### config.mk
export PLATFORM = sky130hd
export DESIGN_NAME = tx_mac_control
export DESIGN_NICKNAME = d
export VERILOG_FILES = /design/src/rtl/tx_mac_control_pkg.sv /design/src/rtl/tx_mac_control_crc32_byte_update.sv /design/src/rtl/tx_mac_control.sv
export SDC_FILE = /design/constraint.sdc
export NUM_CORES = 1
export LEC_CHECK = 0
export BUFFER_PORTS_ARGS = -buffer_cell sky130_fd_sc_hd__buf_2
export CAP_MARGIN = 20
export CORE_UTILIZATION = 61
export DETAILED_ROUTE_END_ITERATION = 16
export PLACE_DENSITY_LB_ADDON = 0.1
export SETUP_SLACK_MARGIN = 0.5
export SLEW_MARGIN = 5
export SYNTH_ARGS = -nofsm -noshare
export SYNTH_HDL_FRONTEND = slang
export SYNTH_SLANG_ARGS = --single-unit
### constraint.sdc
create_clock -name gmii_tx_clk_i -period 5.87 [get_ports gmii_tx_clk_i]
set_input_delay 0 -clock gmii_tx_clk_i [delete_from_list [all_inputs] [get_ports gmii_tx_clk_i]]
set_output_delay 0 -clock gmii_tx_clk_i [all_outputs]
set_load 0.05 [all_outputs]
### src/rtl/tx_mac_control_pkg.sv
// Shared constants, state encoding and GMII beat type for the transmit MAC.
package tx_mac_control_pkg;

   localparam int unsigned DATA_WIDTH = 8;
   localparam int unsigned BYTE_CNT_W = 11;
   localparam int unsigned CNT_W      = 8;

   localparam logic [7:0]  PREAMBLE_BYTE   = 8'h55;
   localparam logic [7:0]  SFD_BYTE        = 8'hD5;
   localparam logic [31:0] CRC32_POLY_REFL = 32'hEDB8_8320;
   localparam logic [31:0] CRC32_INIT      = 32'hFFFF_FFFF;

   typedef enum logic [2:0] {IDLE, PRE, SFD, DATA, PAD, FCS, IFG} tx_state_t;

   typedef struct packed {
      logic [DATA_WIDTH-1:0] data;
      logic                  en;
      logic                  er;
   } gmii_tx_t;

endpackage

### src/rtl/tx_mac_control_crc32_byte_update.sv
// Reflected CRC-32 (IEEE 802.3) advanced by one byte, LSB first; shared with the RX FCS check.
module crc32_byte_update
   import tx_mac_control_pkg::*;
(
   input  logic [31:0] crc_i,
   input  logic [7:0]  byte_i,
   output logic [31:0] crc_o
);

   always_comb begin
      crc_o = crc_i ^ {24'h00_0000, byte_i};
      for (int i = 0; i < 8; i++) begin
         crc_o = crc_o[0] ? ((crc_o >> 1) ^ CRC32_POLY_REFL) : (crc_o >> 1);
      end
   end

endmodule

### src/rtl/tx_mac_control.sv
// GMII transmit MAC: preamble, SFD, data, optional pad, CRC-32 FCS, then inter-frame gap.
// Zero padding of short frames is enabled by defining TX_AUTO_PAD_EN.
module tx_mac_control
   import tx_mac_control_pkg::*;
#(
   parameter int unsigned MIN_FRAME_BYTES = 60,
   parameter int unsigned MAX_FRAME_BYTES = 1514,
   parameter int unsigned PREAMBLE_BYTES  = 7,
   parameter int unsigned IFG_BYTES       = 12
) (
   input  logic                  gmii_tx_clk_i,
   input  logic                  gmii_tx_rst_n,
   input  logic [DATA_WIDTH-1:0] tx_data_i,
   input  logic                  tx_valid_i,
   input  logic                  tx_last_i,
   output logic                  tx_ready_o,
   output logic [DATA_WIDTH-1:0] gmii_tx_data_o,
   output logic                  gmii_tx_en_o,
   output logic                  gmii_tx_er_o,
   output logic                  tx_done_o,
   output logic                  tx_abort_o
);

`ifdef TX_AUTO_PAD_EN
   localparam bit PAD_EN = 1'b1;
`else
   localparam bit PAD_EN = 1'b0;
`endif

   tx_state_t             state, state_nxt;
   logic [CNT_W-1:0]      cnt, cnt_nxt;
   logic [BYTE_CNT_W-1:0] byte_cnt, byte_cnt_nxt;
   logic [31:0]           crc, crc_nxt, crc_upd, fcs_word;
   logic [7:0]            crc_byte;
   gmii_tx_t              gmii_q, gmii_nxt;
   logic                  done_q, done_nxt, abort_q, abort_nxt;

   assign tx_ready_o     = (state == DATA);
   assign gmii_tx_data_o = gmii_q.data;
   assign gmii_tx_en_o   = gmii_q.en;
   assign gmii_tx_er_o   = gmii_q.er;
   assign tx_done_o      = done_q;
   assign tx_abort_o     = abort_q;

   assign crc_byte = (state == PAD) ? 8'h00 : tx_data_i;
   assign fcs_word = ~crc;

   crc32_byte_update u_crc (
      .crc_i  (crc),
      .byte_i (crc_byte),
      .crc_o  (crc_upd)
   );

   // State and registered GMII outputs
   always_ff @(posedge gmii_tx_clk_i or negedge gmii_tx_rst_n) begin
      if (!gmii_tx_rst_n) begin
         state    <= IDLE;
         cnt      <= '0;
         byte_cnt <= '0;
         crc      <= CRC32_INIT;
         gmii_q   <= '0;
         done_q   <= 1'b0;
         abort_q  <= 1'b0;
      end else begin
         state    <= state_nxt;
         cnt      <= cnt_nxt;
         byte_cnt <= byte_cnt_nxt;
         crc      <= crc_nxt;
         gmii_q   <= gmii_nxt;
         done_q   <= done_nxt;
         abort_q  <= abort_nxt;
      end
   end

   // The IDLE start cycle registers the first preamble byte, so PRE spans PREAMBLE_BYTES-1 cycles
   always_comb begin
      state_nxt    = state;
      cnt_nxt      = cnt;
      byte_cnt_nxt = byte_cnt;
      crc_nxt      = crc;
      gmii_nxt     = '0;
      done_nxt     = 1'b0;
      abort_nxt    = 1'b0;

      case (state)
         IDLE: begin
            cnt_nxt      = '0;
            byte_cnt_nxt = '0;
            crc_nxt      = CRC32_INIT;
            if (tx_valid_i) begin
               gmii_nxt  = '{data: PREAMBLE_BYTE, en: 1'b1, er: 1'b0};
               state_nxt = PRE;
            end
         end

         PRE: begin
            gmii_nxt = '{data: PREAMBLE_BYTE, en: 1'b1, er: 1'b0};
            if (cnt == CNT_W'(PREAMBLE_BYTES - 2)) begin
               cnt_nxt   = '0;
               state_nxt = SFD;
            end else begin
               cnt_nxt = cnt + CNT_W'(1);
            end
         end

         SFD: begin
            gmii_nxt  = '{data: SFD_BYTE, en: 1'b1, er: 1'b0};
            state_nxt = DATA;
         end

         DATA: begin
            // Underrun, or a byte beyond the maximum length, ends the frame with an error beat
            if (!tx_valid_i || byte_cnt == BYTE_CNT_W'(MAX_FRAME_BYTES)) begin
               gmii_nxt  = '{data: 8'h00, en: 1'b1, er: 1'b1};
               abort_nxt = 1'b1;
               cnt_nxt   = '0;
               state_nxt = IFG;
            end else begin
               gmii_nxt     = '{data: tx_data_i, en: 1'b1, er: 1'b0};
               byte_cnt_nxt = byte_cnt + BYTE_CNT_W'(1);
               crc_nxt      = crc_upd;
               if (tx_last_i) begin
                  cnt_nxt   = '0;
                  state_nxt = (PAD_EN && (byte_cnt_nxt < BYTE_CNT_W'(MIN_FRAME_BYTES))) ? PAD : FCS;
               end
            end
         end

         PAD: begin
            gmii_nxt     = '{data: 8'h00, en: 1'b1, er: 1'b0};
            byte_cnt_nxt = byte_cnt + BYTE_CNT_W'(1);
            crc_nxt      = crc_upd;
            if (byte_cnt_nxt == BYTE_CNT_W'(MIN_FRAME_BYTES)) begin
               state_nxt = FCS;
            end
         end

         FCS: begin
            gmii_nxt = '{data: fcs_word[{cnt[1:0], 3'b000} +: 8], en: 1'b1, er: 1'b0};
            if (cnt[1:0] == 2'd3) begin
               done_nxt  = 1'b1;
               cnt_nxt   = '0;
               state_nxt = IFG;
            end else begin
               cnt_nxt = cnt + CNT_W'(1);
            end
         end

         IFG: begin
            if (cnt == CNT_W'(IFG_BYTES - 1)) begin
               cnt_nxt   = '0;
               state_nxt = IDLE;
            end else begin
               cnt_nxt = cnt + CNT_W'(1);
            end
         end

         default: state_nxt = IDLE;
      endcase
   end

endmodule
=== Word level (Yosys, flattened, before mapping) ===
Cells that the tools add are included.

* Add/subtract/negate cells: 2
* Eq/ne operators: 18
* Shifts and indexed selects: 1
* Multiplexer cells: 34
* Bitwise logic cells: 10
* Reductions and logical operators: 8

{| class="wikitable"
|+ Operators by type and width
! cell !! number
|-
| 32-bit 2-to-1 mux || 9
|-
| 13-bit inverter with 14-bit output || 8
|-
| 32-bit case mux with 3 select lines || 1
|-
| 10-bit case mux with 6 select lines || 1
|-
| 8-bit 2-to-1 mux || 6
|-
| 8-bit case mux with 5 select lines || 1
|-
| 11-bit case mux with 3 select lines || 1
|-
| 32-bit inverter || 1
|-
| 32-bit by 6-bit indexed part select with 8-bit output || 1
|-
| 32-bit by 8-bit XOR with 32-bit output || 1
|-
| 3-bit 2-to-1 mux || 7
|-
| 3-bit case mux with 7 select lines || 1
|-
| 11-bit by 1-bit adder with 11-bit output (second input constant) || 1
|-
| 11-bit == test (second input constant) || 1
|-
| 11-bit by 6-bit == test with 1-bit output (second input constant) || 1
|-
| 11-bit 2-to-1 mux || 1
|-
| 10-bit 2-to-1 mux || 1
|-
| 2-bit inequality test (second input constant) || 5
|-
| 3-bit == test (second input constant) || 3
|-
| 9-bit 2-to-1 mux || 1
|-
| 8-bit by 1-bit adder with 8-bit output (second input constant) || 1
|-
| 8-bit by 3-bit == test with 1-bit output (second input constant) || 1
|-
| 8-bit by 4-bit == test with 1-bit output (second input constant) || 1
|-
| 3-bit by 2-bit == test with 1-bit output (second input constant) || 2
|-
| 12 further kinds || 16
|}

* Flip-flop bits (word level): 66
* Output and inout bits: 13
* Logic and storage cells: 82

=== Longest topological paths before layout ===
Gate-level depths: netlist of the first run.

* Depth in word-level cells: 21
* Gate-level depth with buffers: 10

=== Modules after synthesis ===
A second synthesis of the first run with hierarchy kept.

* Cell total of the unflattened synthesis: 438
* Area, all modules: 4222.8 um^2

{| class="wikitable"
|+ By module, submodules not included
! module !! times used !! cells each !! area an instance (um^2)
|-
| tx_mac_control || 1 || 367 || 3433.3
|-
| crc32_byte_update || 1 || 71 || 789.5
|}

=== Worst setup path after synthesis of the first run ===
No wires, ideal clock.

* Path type: reg-to-reg
* Start: reg crc[0]
* End: reg crc[20]
* Arrival: 2260 ps
* Data required time: 5793 ps
* Setup slack: 3533 ps
* Cell stages (with the launch flop): 7
* Buffers on the path: 1
* Period minus slack after synthesis: 2337 ps
* Path through: dfstp_2 -> clkbuf_1 -> xor2_1 -> xnor2_4 -> xnor3_1 -> xor3_1 -> a31oi_1

* Word-level cells in the longest chain between the ends: 16

{| class="wikitable"
|+ Ends and longest elaborated chain
! item !! line !! RTL
|-
| from (decl) || tx_mac_control.sv:33 || <nowiki>logic [31:0] crc, crc_nxt, crc_upd, fcs_word;</nowiki>
|-
| from (signal assigned) || tx_mac_control.sv:68 || <nowiki>crc <= crc_nxt;</nowiki>
|-
| 32-bit by 8-bit XOR with 32-bit output * || tx_mac_control_crc32_byte_update.sv:11 || <nowiki>crc_o = crc_i ^ {24'h00_0000, byte_i};</nowiki>
|-
| 32-bit 2-to-1 mux * || tx_mac_control_crc32_byte_update.sv:13 || <nowiki>crc_o = crc_o[0] ? ((crc_o >> 1) ^ CRC32_POLY_REFL) : (crc_o >> 1);</nowiki>
|-
| 13-bit inverter with 14-bit output (no source line) || -- ||
|-
| 32-bit 2-to-1 mux * (2 in series) || tx_mac_control_crc32_byte_update.sv:13 ||
|-
| 13-bit inverter with 14-bit output (no source line) || -- ||
|-
| 32-bit 2-to-1 mux * || tx_mac_control_crc32_byte_update.sv:13 ||
|-
| 13-bit inverter with 14-bit output (no source line) || -- ||
|-
| 32-bit 2-to-1 mux * (2 in series) || tx_mac_control_crc32_byte_update.sv:13 ||
|-
| 13-bit inverter with 14-bit output (no source line) || -- ||
|-
| 32-bit 2-to-1 mux * || tx_mac_control_crc32_byte_update.sv:13 ||
|-
| 13-bit inverter with 14-bit output (no source line) || -- ||
|-
| 32-bit 2-to-1 mux * || tx_mac_control_crc32_byte_update.sv:13 ||
|-
| 32-bit 2-to-1 mux || tx_mac_control.sv:113 || <nowiki>if (!tx_valid_i || byte_cnt == BYTE_CNT_W'(MAX_FRAME_BYTES)) begin</nowiki>
|-
| 32-bit case mux with 3 select lines * || tx_mac_control.sv:85 || <nowiki>case (state)</nowiki>
|}

Every way passes the cells marked *; elsewhere a longest branch is shown, timed or not. The select of a mux whose other input is x is not followed.
A chain may end at the register's enable or synchronous reset.

=== Worst setup path after layout of the first run ===
* Start: reg state[0]
* End: reg byte_cnt[6]

* Word-level cells in the longest chain between the ends: 3
* Elaborated cells on any way between the ends: 7

{| class="wikitable"
|+ Ends and longest elaborated chain
! item !! line !! RTL
|-
| from (decl) || tx_mac_control.sv:30 || <nowiki>tx_state_t state, state_nxt;</nowiki>
|-
| from (signal assigned) || tx_mac_control.sv:65 || <nowiki>state <= state_nxt;</nowiki>
|-
| 3-bit by 2-bit == test with 1-bit output, or another cell as far along || tx_mac_control.sv:85 ||
|-
| 2-bit inequality test (no source line) / 3-bit nonzero test (equally long branches) || -- ||
|-
| 2-bit AND reduction (no source line) || -- ||
|-
| to (signal assigned) || tx_mac_control.sv:67 || <nowiki>byte_cnt <= byte_cnt_nxt;</nowiki>
|-
| to (decl) || tx_mac_control.sv:32 || <nowiki>logic [BYTE_CNT_W-1:0] byte_cnt, byte_cnt_nxt;</nowiki>
|}

Several ways; a longest one is shown, not always the timed one.

==> metrics, run 1 <==
status=completed; critical path peak fanout=46; Port Buf Inserts=24; CTS tree=yes; min cycle time layout=about 3200 ps; Yosys top cell area share=19.8%; first-pass GRT wire length=15,900 um; Final Non-Filler Cells=around 550; Reg clk slew, reported paths=70 ps; Die Wd=85.9 um; Synth area leader=dfrtp_1; CTS Sinks=66; Yosys reg bits=66; Top-Level Pins=25; setup ws final=2640 ps; CTS Buf Count=9; share of layout cells above drive strength 1=a little over 20%; Mapped Area=4300 um^2; Netlist cell types=58; Post-Route Skew=8.64 ps; GR Overflow Total=0; Worst-Margin Slew=965 ps; HPWL after DPL=between 6000 and 7000 um; RSZ-0062 raised after global routing=false; routed wire length=9680 um; Routed Antenna Nets=0; pins over their slew limit=0; drt wl/cell=17.7 um; Slew headroom=35.5%; power per cell area=between 700 and 800 nW/um^2; Worst Reg2Reg Path Length in Cells=6; largest net degree at the start of global routing=between 60 and 70; # DRC=0; Yosys warning count=0; DR iter-0 viols=317; Vias per Instance=5.91; Final Hold Viols=0; Core Rows=30; Fin Hold WS=16.8 ps; number of flops mapped to enable cells by yosys=0; Max Cap Viol=0; worst r2r src=state[0]; crit path to=byte_cnt[6]; H-tree lvl count=3; Main synth FF type=dfrtp_1; Routability Congestion=just under 0.9; via count=3,239; DRT Pass-1 Iters=4; total global-route track usage=28.7%; Root Buffer=clkbuf_8; required time of the critical path=6100 ps; initial antenna violation count=0; antenna cells=0; Synth Instances=425; area grow syn2layout=9.61%; Setup crit start=state[0]; Startpoint Class=flip-flop; Final TNS setup=0 ps; initial core utilization=between 60 and 70%; crit share post-route=55.0%; Async S/R FF share, synth=100%; Worst-Skew Late Latency=350 ps; Post-Syn Nets=444; leakage power=1.89 nW; Overall Power=roughly 3.4 mW; min-delay worst type=primary input to flip-flop; arrival time at the worst endpoint=~3500 ps; R2R Setup Slk=2640 ps; worst slack, placed=about 2600 ps; fmax=310 MHz; placed insts=524; Avg Cell Area, Syn=10.1 um^2; maximum clock path buffer count=2; post-CTS sizing=0; Peak supply drop=0.460 mV; core area=6790 um^2; Synth area leaders=dfrtp_1 20%, dfstp_2 20%, xnor2_1 10%, nor2_1 5.2%, mux4_2 4.2%; die area=7390 um^2; Setup crit end kind=flip-flop; vias in the first global route=2,983; Setup Crit Path Kind=flip-flop to flip-flop; Critical R2R Capture=byte_cnt[6]; Final Setup Violations=0; # nets final=466; sequential share of the synthesized area=39.4%; Chip Height=85.9 um
[critical path, cell delays in order, from the launching register on]
cell     delay [ps]
dfrtp_1         660
nand2_1         110
or2_1           270
inv_2           100
a31o_2          780
nand2_1         730
o41ai_1         450
[power breakdown]
part           switching, mW  leakage (nW)  internal (mW)
Sequential             0.199         0.790          0.674
Combinational           1.10          1.01           1.04
Clock                  0.177        0.0914          0.196
Total                   1.47          1.89           1.91
[metal layers]
layer	wire, um	GRT usage (%)	share of wire, %
met5	0	0	0
met4	188	12.3	1.9
met3	589	4.04	6.1
met2	4550	42.4	47
met1	4350	42.4	45
[cell usage after synthesis, drive strengths merged (3+ instances only)]
cell type / count
o21ai: 29
dfrtp: 34
o22a: 13
nor2b: 3
clkbuf: 20
xnor2: 54
and2: 7
a31oi: 6
xor3: 4
and3: 4
nor2: 60
o31ai: 6
xor2: 16
a21oi: 31
ha: 7
dfstp: 32
nand2: 25
nand3: 10
inv: 7
buf: 3
or2: 3
mux4: 8
nor3: 6
xnor3: 5
[what timing repair did]
item,CTS,global route
setup buffers,0,0
hold buffers,8,0
hold endpoints to repair,41,0
[cell usage in the layout, fill, tap and decap left out, drive strengths merged, types with 3 or more instances in the layout]
cell	count
dfstp	32
and3	4
or2	3
o31ai	6
nand3	10
o21ai	29
o22a	13
and2	7
mux4	8
nor2b	3
dlygate4sd3	8
a31oi	6
nor3	6
clkbuf	13
inv	7
buf	26
xnor3	5
xor3	4
xor2	16
nor2	60
dfrtp	34
xnor2	54
a21oi	31
nand2	25
ha	7
[worst min-delay path by stage]
| stage | from | end | slack [ps] | cells after the start |
|---|---|---|---|---|
| after detailed placement | gmii_tx_rst_n | cnt[6] | 240 | 2 |
| after floorplan | gmii_tx_rst_n | byte_cnt[0] | -300 | 0 |
| after CTS | tx_data_i[1] | gmii_tx_data_o[1] | 10 | 3 |
| after global routing | tx_data_i[1] | gmii_tx_data_o[1] | 20 | 3 |
| after global placement | gmii_tx_rst_n | cnt[6] | 240 | 2 |
| final | tx_data_i[1] | gmii_tx_data_o[1] | 20 | 3 |
[sequential cells by signal (all words and copies together) (netlist names)]
name / flops
gmii_tx_data_o: 8
tx_done_o: 1
byte_cnt: 11
cnt: 8
gmii_tx_er_o: 1
state: 3
tx_abort_o: 1
gmii_tx_en_o: 1
crc: 32
[per-stage QoR]
step                      instance area (um^2)  util (%)
after floorplan                           4300         -
after global placement                    4450      65.5
after detailed placement                  4450      65.5
after CTS                                 4710      69.3
after global routing                      4710      69.3
final                                     4710      69.3
[logic make-up after synthesis]
group,Yosys count,synth area share [%]
mux,12,5.18
compound gates,98,14.1
flops,66,39.4
buf+inv,30,2.97
xor+xnor,79,21.4
simple gates,133,15.0
fa+ha+maj,7,2.04
[layout make-up]
cell class | count | area [um^2]
clock buffers | 13 | 139
clock inverters | 3 | 40.0
fillers | 526 | 2080
inverters | 7 | 26.3
multi-input cells | 329 | 2480
flip-flops and latches | 66 | 1690
well taps | 96 | 120
repair buffers | 34 | 215
No activity file was read; power rests on OpenSTA's default activity.
==> run 2, diff against run 1 <==
--- a/config.mk
+++ b/config.mk
@@ -7,7 +7,7 @@
 export LEC_CHECK = 0
 export BUFFER_PORTS_ARGS = -buffer_cell sky130_fd_sc_hd__buf_2
 export CAP_MARGIN = 20
-export CORE_UTILIZATION = 61
+export CORE_UTILIZATION = 56
 export DETAILED_ROUTE_END_ITERATION = 16
 export PLACE_DENSITY_LB_ADDON = 0.1
 export SETUP_SLACK_MARGIN = 0.5
==> constraint.sdc (replaced) <==
create_clock -name gmii_tx_clk_i -period 2.95 [get_ports gmii_tx_clk_i]
set_input_delay 0 -clock gmii_tx_clk_i [delete_from_list [all_inputs] [get_ports gmii_tx_clk_i]]
set_output_delay 0 -clock gmii_tx_clk_i [all_outputs]
set_load 0.05 [all_outputs]
==> metrics, run 2 (synthesized netlist as in run 1, its figures left out) <==
leakage power=2.07 nW (was 1.89 nW); die area=8030 um^2 (was 7390 um^2); # nets final=497 (was 466); Final Setup Violations=0 (unchanged); crit share post-route=81.6% (was 55.0%); Final Hold Viols=0 (unchanged); Critical R2R Capture=crc[24] (was byte_cnt[6]); Post-Route Skew=14.0 ps (was 8.64 ps); Largest regs=crc: 32 flops, byte_cnt: 11 flops (unchanged); Worst Reg2Reg Path Length in Cells=7 (was 6); vias in the first global route=3,042 (was 2,983); setup ws final=542 ps (was 2640 ps); Final TNS setup=0 ps (unchanged); Fill cells=566 (was 526); Chip Height=89.6 um (was 85.9 um); routed wire length=10,100 um (was 9680 um); share of layout cells above drive strength 1=27.3% (was 20.4%); maximum clock path buffer count=2 (unchanged); Vias per Instance=5.79 (was 5.91); # DRC=0 (unchanged); critical path peak fanout=10 (was 46); min cycle time layout=2410 ps (was 3230 ps); max FFs per register=32 (unchanged); Worst-Skew Late Latency=350 ps (about the same); fmax=415 MHz (was 310 MHz); Slew headroom=52.0% (was 35.5%); Setup Crit Path Kind=flip-flop to flip-flop (unchanged); Startpoint Class=flip-flop (unchanged); drt wl/cell=17.4 um (was 17.7 um); Die Wd=89.6 um (was 85.9 um); Worst-Margin Slew=714 ps (was 965 ps); Reg clk slew, reported paths=70 ps (about the same); required time of the critical path=3220 ps (was 6100 ps); status=completed (unchanged); CTS tree=yes (unchanged); worst slack, placed=321 ps (was 2650 ps); R2R Setup Slk=540 ps (was 2640 ps); via count=3,372 (was 3,239); commonest cells after routing, fill and taps aside=59 x nor2_1, 49 x xnor2_1, 33 x dfrtp_1, 33 x buf_4, 32 x dfstp_2 (was 60 x nor2_1, 51 x xnor2_1, 34 x dfrtp_1); largest net degree at the start of global routing=46 (was 67); worst r2r src=state[1] (was state[0]); initial antenna violation count=0 (unchanged); Routability Congestion=0.873 (was 0.874); DR iter-0 viols=261 (was 317); power per cell area=1450 nW/um^2 (was 719 nW/um^2); antenna cells=0 (unchanged); min-delay worst type=primary input to flip-flop (unchanged); HPWL after DPL=6800 um (was 6580 um); commonest non-fill, non-tap cell in the layout=nor2_1 (unchanged); Peak supply drop=0.931 mV (was 0.460 mV); Placed Area=4570 um^2 (was 4450 um^2); Top-Level Pins=25 (unchanged); DRT Pass-1 Iters=5 (was 4); worst hold path endpoint=gmii_tx_data_o[0] (was gmii_tx_data_o[1]); RSZ-0062 raised after global routing=true (was false); Setup crit end kind=flip-flop (unchanged); Core Rows=31 (was 30); Biggest register=crc (unchanged); H-tree lvl count=3 (unchanged); Hold Path Cell Cnt=3 (unchanged); core area=7330 um^2 (was 6790 um^2); final instance area=5000 um^2 (was 4710 um^2); CTS Sinks=66 (unchanged); Max Cap Viol=0 (unchanged); GR Overflow Total=0 (unchanged); initial core utilization=58.6% (was 63.3%); Root Buffer=clkbuf_8 (unchanged); Routed Antenna Nets=0 (unchanged); area grow syn2layout=16.4% (was 9.61%); total global-route track usage=26.9% (was 28.7%); arrival time at the worst endpoint=2680 ps (was 3460 ps); Port Buf Inserts=24 (unchanged); first-pass GRT wire length=15,800 um (was 15,900 um); pins over their slew limit=0 (unchanged); hold path startpoint=tx_data_i[0] (was tx_data_i[1]); CTS Buf Count=9 (unchanged)
==> run 2: changes by cell type in the layout (fill, tap and decap cells not counted), moves of 2 or more <==
cell / delta
xor2_2: -2
buf_4: +31
xnor2_2: +2
xnor2_1: -2
xor2_4: +2
==> run 2: final cells by class <==
class	count	area (um^2)	area share (%)
Clock buffer	13	160	3.20
Clock inverter	3	15.0	0.300
Inverter	7	26.3	0.525
Multi-Input combinational cell	329	2540	50.7
Sequential cell	66	1690	33.8
Tap cell	99	124	2.48
Timing Repair Buffer	65	448	8.95
==> run 2: per-layer routing <==
layer	global-route usage, %	vias up	part of all wire (%)
li1	-	1585	-
met1	39.9	1660	47
met2	40.3	110	46
met3	3.56	17	5.0
met4	9.81	0	1.8
met5	0	-	0
==> run 2: timing repair <==
| action | in CTS | in global routing |
|---|---|---|
| setup buffers | 2 | 14 |
| pin swaps | 0 | 3 |
| resized for setup | 3 | 8 |
| hold buffers | 8 | 0 |
| endpoints found under the setup margin | 7 | 23 |
| hold endpoints to repair | 26 | 0 |
==> run 2: stage by stage <==
step / util (%) / instances / power [mW] / hold slack, ps
after detailed placement: 62.3 / 542 / 6.14 / -14.0
after global routing: 68.3 / 582 / 7.71 / 38.2
final: 68.3 / 582 / 7.26 / 24.2
after global placement: 62.3 / 542 / 6.10 / -20.5
after floorplan: - / 425 / 5.20 / -296
after CTS: 66.2 / 568 / 6.92 / 12.9
==> run 2: worst max-delay path by stage <==
| stage | slack [ps] | depth (start not counted) | to | start |
|---|---|---|---|---|
| after floorplan | 610 | 6 | crc[20] | crc[0] |
| after global placement | 410 | 6 | crc[20] | state[2] |
| after detailed placement | 320 | 6 | crc[20] | state[2] |
| after CTS | 520 | 7 | crc[26] | byte_cnt[2] |
| after global routing | 430 | 7 | crc[24] | state[1] |
| final | 540 | 7 | crc[24] | state[1] |
==> run 2: worst max-delay path: stages (launching register included) <==
cell and delay (ps):
dfrtp_1 430, or3b_4 500, nand2_1 200, xor2_4 290, buf_4 180, xnor2_2 170
xor3_1 380, a31oi_1 170
==> run 2: power breakdown <==
part,switching (mW),internal [mW],leakage (nW),total [mW]
logic,2.46,2.45,1.19,4.91
clock network,0.338,0.353,0.0923,0.691
registers,0.310,1.35,0.788,1.66
